`src/rtl/egm_mon_pkg.sv`:
```
// Shared types and default constants for the EGM stimulus/response latency monitor.
package egm_mon_pkg;

  // Measurement FSM: idle until a stimulus edge, then waiting for the response edge.
  typedef enum logic {
    StIdle,
    StWaitResp
  } egm_state_e;

  // One latency tick is 1 us at a 50 MHz system clock.
  localparam int unsigned DEF_TICK_DIV = 50;
  // Ticks without a response before the measurement is abandoned as a miss.
  localparam int unsigned DEF_TIMEOUT  = 10000;

endpackage

```
`src/rtl/sync_edge_det.sv`:
```
// Two-flop synchronizer for an asynchronous line followed by a registered rising-edge pulse.
module sync_edge_det (
  input  logic i_clk,
  input  logic i_rst_n,
  input  logic i_async,
  output logic o_rise
);

  logic [1:0] r_sync;
  logic       r_prev;
  logic       r_rise;

  // Synchronize the line, remember last synchronized level, emit one-cycle pulse on 0->1.
  always_ff @(posedge i_clk or negedge i_rst_n) begin
    if (!i_rst_n) begin
      r_sync <= 2'b00;
      r_prev <= 1'b0;
      r_rise <= 1'b0;
    end else begin
      r_sync <= {r_sync[0], i_async};
      r_prev <= r_sync[1];
      r_rise <= r_sync[1] & ~r_prev;
    end
  end

  assign o_rise = r_rise;

endmodule

```
`src/rtl/egm_latency_monitor.sv`:
```
// Observes the EGM stimulus and response PIO lines and measures stimulus-to-response
// latency in ticks, keeping last/min/max plus saturating sample and miss counters.
module egm_latency_monitor
  import egm_mon_pkg::*;
#(
  parameter int unsigned CNT_W    = 16,
  parameter int unsigned TICK_DIV = DEF_TICK_DIV,
  parameter int unsigned TIMEOUT  = DEF_TIMEOUT,
  parameter int unsigned MISS_W   = 8
) (
  input  logic              clk_50_clk,
  input  logic              reset_reset_n,
  input  logic              stimulus,
  input  logic              response,
  input  logic              clear,
  output logic              busy,
  output logic              result_valid,
  output logic [CNT_W-1:0]  last_latency,
  output logic [CNT_W-1:0]  min_latency,
  output logic [CNT_W-1:0]  max_latency,
  output logic [15:0]       sample_count,
  output logic [MISS_W-1:0] miss_count
);

  localparam int unsigned      PresW        = (TICK_DIV > 1) ? $clog2(TICK_DIV) : 1;
  localparam logic [PresW-1:0] PresMax      = PresW'(TICK_DIV - 1);
  localparam logic [CNT_W-1:0] TimeoutTicks = CNT_W'(TIMEOUT);

  egm_state_e        r_state;
  logic              r_busy;
  logic              r_valid;
  logic [PresW-1:0]  r_presc;
  logic [CNT_W-1:0]  r_ticks;
  logic [CNT_W-1:0]  r_last;
  logic [CNT_W-1:0]  r_min;
  logic [CNT_W-1:0]  r_max;
  logic [15:0]       r_samples;
  logic [MISS_W-1:0] r_misses;

  logic              w_stim_rise;
  logic              w_resp_rise;
  logic              w_presc_wrap;
  logic [CNT_W-1:0]  w_ticks_now;
  logic [CNT_W-1:0]  w_min_nxt;
  logic [CNT_W-1:0]  w_max_nxt;

  // Both lines share an identical synchronizer so the path delay cancels in the latency.
  sync_edge_det u_stim_det (
    .i_clk   (clk_50_clk),
    .i_rst_n (reset_reset_n),
    .i_async (stimulus),
    .o_rise  (w_stim_rise)
  );

  sync_edge_det u_resp_det (
    .i_clk   (clk_50_clk),
    .i_rst_n (reset_reset_n),
    .i_async (response),
    .o_rise  (w_resp_rise)
  );

  // Tick count including the wrap happening on this very cycle, so a response N cycles
  // after the stimulus records floor(N / TICK_DIV).
  always_comb begin
    w_presc_wrap = (r_presc == PresMax);
    w_ticks_now  = r_ticks + CNT_W'(w_presc_wrap);
    w_min_nxt    = (w_ticks_now < r_min) ? w_ticks_now : r_min;
    w_max_nxt    = (w_ticks_now > r_max) ? w_ticks_now : r_max;
  end

  // Measurement FSM with statistics; clear overrides every edge event.
  always_ff @(posedge clk_50_clk or negedge reset_reset_n) begin
    if (!reset_reset_n) begin
      r_state   <= StIdle;
      r_busy    <= 1'b0;
      r_valid   <= 1'b0;
      r_presc   <= '0;
      r_ticks   <= '0;
      r_last    <= '0;
      r_min     <= '1;
      r_max     <= '0;
      r_samples <= '0;
      r_misses  <= '0;
    end else begin
      r_valid <= 1'b0;
      if (clear) begin
        r_state   <= StIdle;
        r_busy    <= 1'b0;
        r_presc   <= '0;
        r_ticks   <= '0;
        r_last    <= '0;
        r_min     <= '1;
        r_max     <= '0;
        r_samples <= '0;
        r_misses  <= '0;
      end else begin
        unique case (r_state)
          StIdle: begin
            if (w_stim_rise) begin
              r_state <= StWaitResp;
              r_busy  <= 1'b1;
              r_presc <= '0;
              r_ticks <= '0;
            end
          end
          StWaitResp: begin
            if (w_resp_rise) begin
              // Response beats both overrun and timeout on the same cycle.
              r_last  <= w_ticks_now;
              r_min   <= w_min_nxt;
              r_max   <= w_max_nxt;
              r_valid <= 1'b1;
              if (r_samples != 16'hFFFF) r_samples <= r_samples + 16'd1;
              r_presc <= '0;
              r_ticks <= '0;
              if (!w_stim_rise) begin
                r_state <= StIdle;
                r_busy  <= 1'b0;
              end
            end else if (w_stim_rise) begin
              // Overrun: a new stimulus before any response restarts the measurement.
              if (r_misses != '1) r_misses <= r_misses + MISS_W'(1);
              r_presc <= '0;
              r_ticks <= '0;
            end else if (r_ticks == TimeoutTicks) begin
              if (r_misses != '1) r_misses <= r_misses + MISS_W'(1);
              r_state <= StIdle;
              r_busy  <= 1'b0;
              r_presc <= '0;
              r_ticks <= '0;
            end else if (w_presc_wrap) begin
              r_presc <= '0;
              r_ticks <= r_ticks + CNT_W'(1);
            end else begin
              r_presc <= r_presc + PresW'(1);
            end
          end
          default: r_state <= StIdle;
        endcase
      end
    end
  end

  assign busy         = r_busy;
  assign result_valid = r_valid;
  assign last_latency = r_last;
  assign min_latency  = r_min;
  assign max_latency  = r_max;
  assign sample_count = r_samples;
  assign miss_count   = r_misses;

endmodule

```
`config.mk`:
```
export PLATFORM = sky130hd
export DESIGN_NAME = egm_latency_monitor
export DESIGN_NICKNAME = d
export VERILOG_FILES = /design/src/rtl/egm_mon_pkg.sv /design/src/rtl/sync_edge_det.sv /design/src/rtl/egm_latency_monitor.sv
export SDC_FILE = /design/constraint.sdc
export NUM_CORES = 1
export LEC_CHECK = 0
export CAP_MARGIN = 25
export CORE_ASPECT_RATIO = 1.5
export CORE_MARGIN = 1.5
export CORE_UTILIZATION = 58
export CTS_BUF_LIST = sky130_fd_sc_hd__clkbuf_2
export DETAILED_ROUTE_END_ITERATION = 6
export GPL_TIMING_DRIVEN = 0
export PLACE_DENSITY_LB_ADDON = 0.25
export SYNTH_ARGS = -nofsm -noshare
export SYNTH_HDL_FRONTEND = slang
export SYNTH_SLANG_ARGS = --single-unit
export TNS_END_PERCENT = 100
```
`constraint.sdc`:
```
create_clock -name clk_50_clk -period 4.9 [get_ports clk_50_clk]
set_clock_uncertainty 0.15 [all_clocks]
set_input_delay 0.98 -clock clk_50_clk [delete_from_list [all_inputs] [get_ports clk_50_clk]]
set_output_delay 0.98 -clock clk_50_clk [all_outputs]
set_load 0.02 [all_outputs]
```
== Word level (Yosys, flattened, before mapping) ==
Cells that the tools add are included.

* Bits in registers: 105
* Bits of input ports: 5
* Output and inout port bits: 74
* Word-level logic and storage cells: 101

* $add $sub $neg: 5
* Order comparisons: 2
* Equality and inequality tests: 9
* Muxes and demuxes: 51
* Bitwise logic cells: 5
* Reduce and logical (&&, ||, !) cells: 13

{| class="wikitable"
|+ Operators with widths
! operator !! number
|-
| 16-bit 2-to-1 mux || 21
|-
| 8-bit 2-to-1 mux || 6
|-
| 6-bit 2-to-1 mux || 6
|-
| 16-bit by 1-bit adder with 16-bit output, second input constant || 2
|-
| 16-bit one-hot mux with 2 select lines || 1
|-
| 16-bit by 1-bit adder with 16-bit output || 1
|-
| 16-bit by 14-bit equality test with 1-bit output, second input constant || 1
|-
| 16-bit > comparator || 1
|-
| 16-bit < comparator || 1
|-
| 16-bit inequality test, second input constant || 1
|-
| 3-bit AND reduction || 5
|-
| 1-bit 2-to-1 mux || 14
|-
| 6-bit one-hot mux with 2 select lines || 1
|-
| 2-bit nonzero test || 5
|-
| 8-bit by 1-bit adder with 8-bit output, second input constant || 1
|-
| 8-bit inequality test, second input constant || 1
|-
| 6-bit by 1-bit adder with 6-bit output, second input constant || 1
|-
| 6-bit equality test, second input constant || 1
|-
| 6-bit by 2-bit inequality test with 1-bit output, second input constant || 1
|-
| 4-bit by 2-bit inequality test with 1-bit output, second input constant || 1
|-
| 1-bit one-hot mux with 2 select lines || 2
|-
| 2-bit AND reduction || 2
|-
| 3-bit by 2-bit inequality test with 1-bit output, second input constant || 1
|-
| 3-bit inequality test, second input constant || 1
|-
| 4 further kinds || 7
|}

== Depth between registers and ports, before layout ==
* Depth in word-level cells: 7
* Mapped depth: 19
* Gate-level depth less buffers: 17

== Hierarchy ==
From an unflattened synthesis, not the netlist that was laid out.

* Cell total of the unflattened synthesis: 634
* Area, all modules: 6024.5 sq um

{| class="wikitable"
|+ By module, submodules not included
! module !! times used !! cells each !! area each (sq um) !! sequential area each (sq um)
|-
| egm_latency_monitor || 1 || 624 || 5796.8 || 2447.3
|-
| sync_edge_det || 2 || 5 || 113.9 || 100.1
|}

== Least setup slack after synthesis ==
Ideal clock, no wire load.

* Path kind: flip-flop to flip-flop
* Start point: reg r_presc[1]
* End point: reg r_max[14], in the netlist max_latency[14]
* Library setup time: 136 ps
* Arrival: 4040 ps
* Data required time: 4614 ps
* Slack: 574 ps
* Stages on the path, launching flop included: 20
* Path buffers: 2
* Period minus slack after synthesis: 4326 ps
* Cells stage by stage: dfrtp_1 > inv_1 > ha_1 > nand4b_1 > or2_1 > clkbuf_1 > inv_1 > ha_1 > ha_1 > nand3_1 > or4_1 > xor2_1 > inv_1 > ha_1 > nand4_1 > nor3_1 > o21a_1 > o41a_1 > clkbuf_1 > o22ai_1

* Longest elaborated chain between the ends: 6
* Elaborated cells between the ends (all ways): 9
* Classes of those cells: 1 x add/sub; 1 x order compare; 1 x eq/ne; 4 x mux; 2 x reduce/logical

{| class="wikitable"
|+ Ends and longest elaborated chain
! item !! RTL line !! source
|-
| start, declared || egm_latency_monitor.sv:32 || <nowiki>logic [PresW-1:0] r_presc;</nowiki>
|-
| start signal, assigned || egm_latency_monitor.sv:135 || <nowiki>r_presc <= r_presc + PresW'(1);</nowiki>
|-
| 6-bit equality test * || egm_latency_monitor.sv:65 || <nowiki>w_presc_wrap = (r_presc == PresMax);</nowiki>
|-
| 16-bit by 1-bit adder with 16-bit output * || egm_latency_monitor.sv:66 || <nowiki>w_ticks_now = r_ticks + CNT_W'(w_presc_wrap);</nowiki>
|-
| branches (longest 4 deep; another with 16-bit > comparator) || -- ||
|-
| end signal, assigned || egm_latency_monitor.sv:111 || <nowiki>r_max <= w_max_nxt;</nowiki>
|-
| end, declared || egm_latency_monitor.sv:36 || <nowiki>logic [CNT_W-1:0] r_max;</nowiki>
|}

Every way passes the cells marked *. The select of a mux whose other input is x is not followed.
A chain may end at the register's enable or synchronous reset.

== Final worst setup path ==
Ends and elaborated chain as after synthesis.

==> flow_summary_export.csv <==
group,metric,value,unit
status,status,"complete, no violations",
place,place_congestion,0.990,
global_routing,grt_overflow,0,
timing,fin_ws,0.186,ns
place,hpwl,12000,µm
timing,finalSetupViolCount,0,
synth,synthCells,650,
detailed_routing,drt_iter0_drc,344,
synth,synth-seq-cells,105,
synth,yosysTopAreaCellShare,36.2,%
layout,drive_gt1_share,12.3,%
detailed_routing,routed_wl,16200,µm
timing,maxSlewHeadroom,40.7,%
timing,fmax,212,MHz
detailed_routing,drc,0,
synth,synth-edff-count,0,
floorplanning,dieHeight,129,µm
detailed_routing,detail_route.wl_per_cell,18.1,µm
global_routing,grt_pass1_vias,5464,
place,portBuffers,78,
layout,final_core_util,72.4,%
cts,clock_path_buffers,2,
global_routing,grt-busiest-layer,"met2",
synth,netlist_area,6150,µm²
critical_path,required,5.22,ns
power,peakVddDrop,0.136,mV
synth,yosysTopAreaCell,"dfrtp_1",
cts,cts-buffers-inserted,9,
layout,finalNetCount,790,
cts,clock_latency,0.60,ns
global_routing,grt_pass1_wl,26400,µm
global_routing,use_met1,35.3,%
layout,fill_cells,769,
cts,cts_tree,"yes",
cts,ctsHoldBuffers,0,
power,cellLeakagePower,3.23,nW
timing,report.final.slew_viol_count,0,
synth,ys.flop_type,"dfrtp_1",
layout,syn2layout_area_growth,20.0,%
detailed_routing,drt_pass1_iterations,5,
global_routing,grt_start_max_net_pins,69,
floorplanning,core-area,10200,µm²
critical_path,crit_path_end_kind,"flop",
floorplanning,num_io_pins,79,
floorplanning,die_area,11200,µm²
power,power.density,202,nW/µm²
worst_hold_path,min_path_type,"in -> async",
global_routing,antenna_found_initial,1,
place,place_ws,-0.444,ns
timing,setup_tns,0,ns
cts,clkSinkCount,105,
timing,hold_viol,0,
place,place_inst,870,
synth,synth-warning-count,0,
synth,avgSynthCellArea,9.46,µm²
layout,multi_input_area,3110,µm²
critical_path,crit_path_max_fanout,10,
synth,synth_cell_types,74,
floorplanning,row_count,45,
detailed_routing,vias,5392,
cts,cts-root-buf,"clkbuf_2",
global_routing,grtUsageMet3,4.01,%
timing,tightest_slew,0.882,ns
layout,finalNonFillerCells,893,
global_routing,met2_usage,54.1,%
critical_path,cp-start-kind,"flop",
synth,syn-num-nets,694,
layout,regArea,2650,µm²
synth,seq_area_frac_synth,43.1,%
global_routing,track_usage,30.2,%
critical_path,cp.arrival,5.03,ns
timing,period_needed,4.71,ns
detailed_routing,ant_nets,0,
critical_path,crit_type,"reg -> reg",
synth,synth.area.top_cells,"dfrtp_1 (36%), ha_1 (7.9%), dfstp_2 (6.8%)",
detailed_routing,viasPerCell,6.04,
timing,fin_hold_ws,0.164,ns
synth,async_reset_ff_share,100,%
timing,fin_crit_sh,96.2,%
floorplanning,start_util,60.3,%
cts,clk_pin_slew,0.28,ns
floorplanning,die_w,87.1,µm
run,drv_cap,0,
cts,htreeDepth,3,
==> critical path, stage by stage (launching register included) <==
cell and delay (ns):
dfrtp_1 0.44, inv_1 0.08, ha_1 0.14, nand4b_1 0.14
or2_4 0.30, inv_2 0.11, ha_2 0.25, ha_2 0.25
nand3_1 0.16, or4_4 0.60, xor2_2 0.20, inv_1 0.12
ha_1 0.30, nand4_1 0.27, nor3_2 0.28, o21a_1 0.26
o41a_1 0.22, buf_2 0.25, o22ai_1 0.11
==> final cells by class <==
class                   count  share of cell area, %
repair buffers             86                   11.6
clock buffers              11                  0.746
multi-input cells         451                   42.1
well taps                 141                   2.39
plain buffers              36                   3.49
clock inverters             5                  0.763
flip-flops and latches    105                   35.9
inverters                  57                   2.90
diodes                      1                 0.0339
==> cells in the final DEF, fill, tap and decap left out, drive strengths merged, types with 5 or more instances in the layout <==
master	n
a211oi	21
a21o	7
a21oi	37
a31oi	12
and4	7
buf	27
clkbuf	28
clkdlybuf4s50	77
dfrtp	89
dfstp	16
ha	39
inv	58
nand2	42
nand2b	5
nand3	22
nand4	12
nor2	61
nor2b	5
nor3	25
nor4	6
nor4b	5
o211ai	6
o21ai	34
o22ai	15
or3	6
xnor2	23
xor2	11
==> power breakdown <==
group	internal [mW]	total, mW	leakage, nW	switching [mW]
Sequential	0.887	0.897	1.39	0.0101
Clock	0.122	0.411	0.0723	0.289
Combinational	0.0651	0.179	1.77	0.114
==> state kept, by name, indices dropped and copies added (netlist names), 2 cells and up <==
name and cells:
last_latency 16, max_latency 16, min_latency 16, miss_count 8, r_presc 6, r_ticks 16
sample_count 16, u_resp_det.r_sync 2, u_stim_det.r_sync 2
==> stage by stage <==
step | area (µm²) | power (mW)
finish | 7380 | 1.49
floorplan | 6150 | 1.01
global route | 7380 | 1.54
detailed placement | 7130 | 1.08
CTS | 7300 | 1.49
global placement | 7100 | 1.07
==> cells in the mapped netlist, drive strengths merged, types with 15 or more instances <==
| library cell | n |
|---|---|
| xnor2 | 23 |
| inv | 57 |
| a21oi | 37 |
| buf | 18 |
| ha | 39 |
| nand2 | 42 |
| a211oi | 21 |
| nand3 | 22 |
| clkbuf | 18 |
| o22ai | 15 |
| o21ai | 34 |
| dfstp | 16 |
| nor3 | 25 |
| nor2 | 61 |
| dfrtp | 89 |
==> cell families (layout without fill, tap and decap cells) <==
kind of cell / count (synthesis) / after routing / synth area share [%]
compound gates: 160 / 160 / 17.0
other cells: 0 / 1 / 0
flops: 105 / 105 / 43.1
fa+ha+maj: 39 / 39 / 7.94
buf+inv: 94 / 195 / 7.67
simple gates: 217 / 217 / 19.3
xor+xnor: 34 / 34 / 4.84
mux: 1 / 1 / 0.163
==> path summary, 6_finish.rpt <==
| path | end | depth (start not counted) | slack [ns] | start |
|---|---|---|---|---|
| max in group asynchronous | min_latency[12] | 2 | 3.67 | reset_reset_n |
| setup reg to reg | max_latency[14] | 18 | 0.19 | r_presc[1] |
| setup / recovery | max_latency[14] | 18 | 0.19 | r_presc[1] |
| hold / removal | max_latency[8] | 1 | 0.16 | reset_reset_n |
| min in group clk_50_clk | u_stim_det.r_sync[1] | 0 | 0.20 | u_stim_det.r_sync[0] |
| hold reg to reg | u_stim_det.r_sync[1] | 0 | 0.20 | u_stim_det.r_sync[0] |
==> metal layers <==
metal / wire length, µm / share of wire [%]
met3: 572 / 3.5
met5: 0 / 0
met1: 6310 / 39
met4: 516 / 3.2
met2: 8800 / 54
==> repair_timing <==
action                     in CTS  in global routing
resized for setup              10                  8
setup buffers                   1                  6
setup endpoints to repair      29                 31
hold endpoints to repair        0                  0
pin swaps                       1                  3
(Power assumes the default switching activity.)
==> RTL edit: new RTL, same settings <==
Register the output `max_latency` once more, with the module's reset; this adds one clock of latency there. The other outputs are not delayed to match.
--- a/src/rtl/egm_latency_monitor.sv
+++ b/src/rtl/egm_latency_monitor.sv
@@ -146,5 +146,11 @@
   assign last_latency = r_last;
   assign min_latency  = r_min;
-  assign max_latency  = r_max;
+  always_ff @(posedge clk_50_clk or negedge reset_reset_n) begin
+    if (!reset_reset_n) begin
+      max_latency <= '0;
+    end else begin
+      max_latency <= r_max;
+    end
+  end
   assign sample_count = r_samples;
   assign miss_count   = r_misses;
Check against the original RTL: no difference found for any inputs over 10 cycles, from zero or initial values and one cycle with reset_reset_n low; that may be too few to reach the edited logic, so the function may still have changed.
==> RTL edit against the original RTL <==
- the run now ends with DRC left
- sequential cell count increased by 16
- first-iteration DRC count increased by 33%
- design area increased by 5.1%
- total power increased by 26%
- combinational power decreased by 35%
- maximum frequency increased by 0.97%
- wire length decreased by 0.25%
- global-route usage decreased by 1.4 points
- worst setup slack improved by 45 ps
- sequential share of layout area increased by 3.4 points
- die area increased by 3.3%
- synthesized area increased by 3.4%
- critical path type unchanged
==> RTL edit: results (changes against the original RTL) <==
status: "complete, but fails checks"  # was completed
violations: "DRC"
final_nets: 817  # was 790
dr_wl_met3_microns: 976  # was 572 microns
dr_wl_met2_microns: 8577  # was 8797 microns
synthTopCellsByArea: "dfrtp_1 41%, ha_1 7.7%, dfstp_2 6.6%"  # was dfrtp_1 36%, ha_1 7.9%, dfstp_2 6.8%
fin_crit_ps: 4669  # was 4714 ps
gp_congestion: 0.9733  # was 0.9901
synth_fa_ha_area_share_pct: 7.679  # was 7.938%
place_ws_ps: -70.05  # was -444.3 ps
drt-met1-wl_microns: 5988  # was 6307 microns
cp_top_family: "compound AO/OA/AOI/OAI gates"  # was simple AND/OR/NAND/NOR gates
synth_compound_area_share_pct: 17.19  # was 17.04%
gr-usage-met2_pct: 47.58  # was 54.13%
cp.arrival_ps: 5120  # was 5030 ps
met1_usage_pct: 34.92  # was 35.32%
h-tree-depth: 4  # was 3
vdd_ir_drop_max_mv: 0.1738  # was 0.1360 mV
clk-power_uw: 731  # was 411 uW
drc: 5  # was 0
dpl.cell_count: 895  # was 870
synth_cells: 672  # was 650
yosysSeqAreaShare_pct: 47.96  # was 43.07%
synth_common_cells: "105 x dfrtp_1, 61 x nor2_1, 54 x inv_1"  # was 89 x dfrtp_1, 61 x nor2_1, 57 x inv_1
clkLatencyLatePin_ps: 670  # was 600 ps
synth_mux_area_share_pct: 0.7876  # was 0.1628%
first_iter_violations: 459  # was 344
pg_comb_uw: 116  # was 179 uW
place_area_sq_mm: 0.007345  # was 0.007129 sq mm
syn_nets: 716  # was 694
p_sw_uw: 480.0  # was 413.1 uW
slew_headroom_pct: 52.46  # was 40.74%
layout-drive-gt1-share_pct: 11.58  # was 12.25%
rr_worst_depth: 19  # was 18
grt_pass1_wl_microns: 25780  # was 26420 microns
timing.rr.end: "min_latency[6]"  # was max_latency[14]
cellLeakagePower_uw: 0.003436  # was 0.003233 uW
synth-xor-area-share_pct: 3.721  # was 4.844%
max_stage_delay_ps: 430  # was 600 ps
cts_buffers: 17  # was 9
grtUsageMet3_pct: 5.276  # was 4.013%
first_global_vias: 5304  # was 5464
grt_usage_pct: 28.80  # was 30.18%
ys_types: 52  # was 74
## RTL edit: changes by cell type after synthesis, moves of 9 or more
cell      unedited run  this run
a21oi_1             37        51
a311oi_1             0        14
a31oi_1             12         3
dfrtp_1             89       105
nand3_1             22        33
o21ai_0             22        49
o21ai_1             12         0
o22ai_1             15         1
## RTL edit: layout make-up
| type | instances | area [sq um] |
|---|---|---|
| plain buffers | 35 | 167.7 |
| diodes | 1 | 2.502 |
| repair buffers | 82 | 832.0 |
| clock buffers | 17 | 85.08 |
| clock inverters | 15 | 201.4 |
| well taps | 144 | 180.2 |
| flip-flops and latches | 121 | 3048 |
| multi-input cells | 461 | 3029 |
| inverters | 55 | 206.4 |
| fillers | 782 | 2895 |
## RTL edit: timing repair
action,CTS,global route
resized for setup,3,13
pin swaps,0,1
cloned,0,0
setup buffers,0,3
setup endpoints to repair,22,31
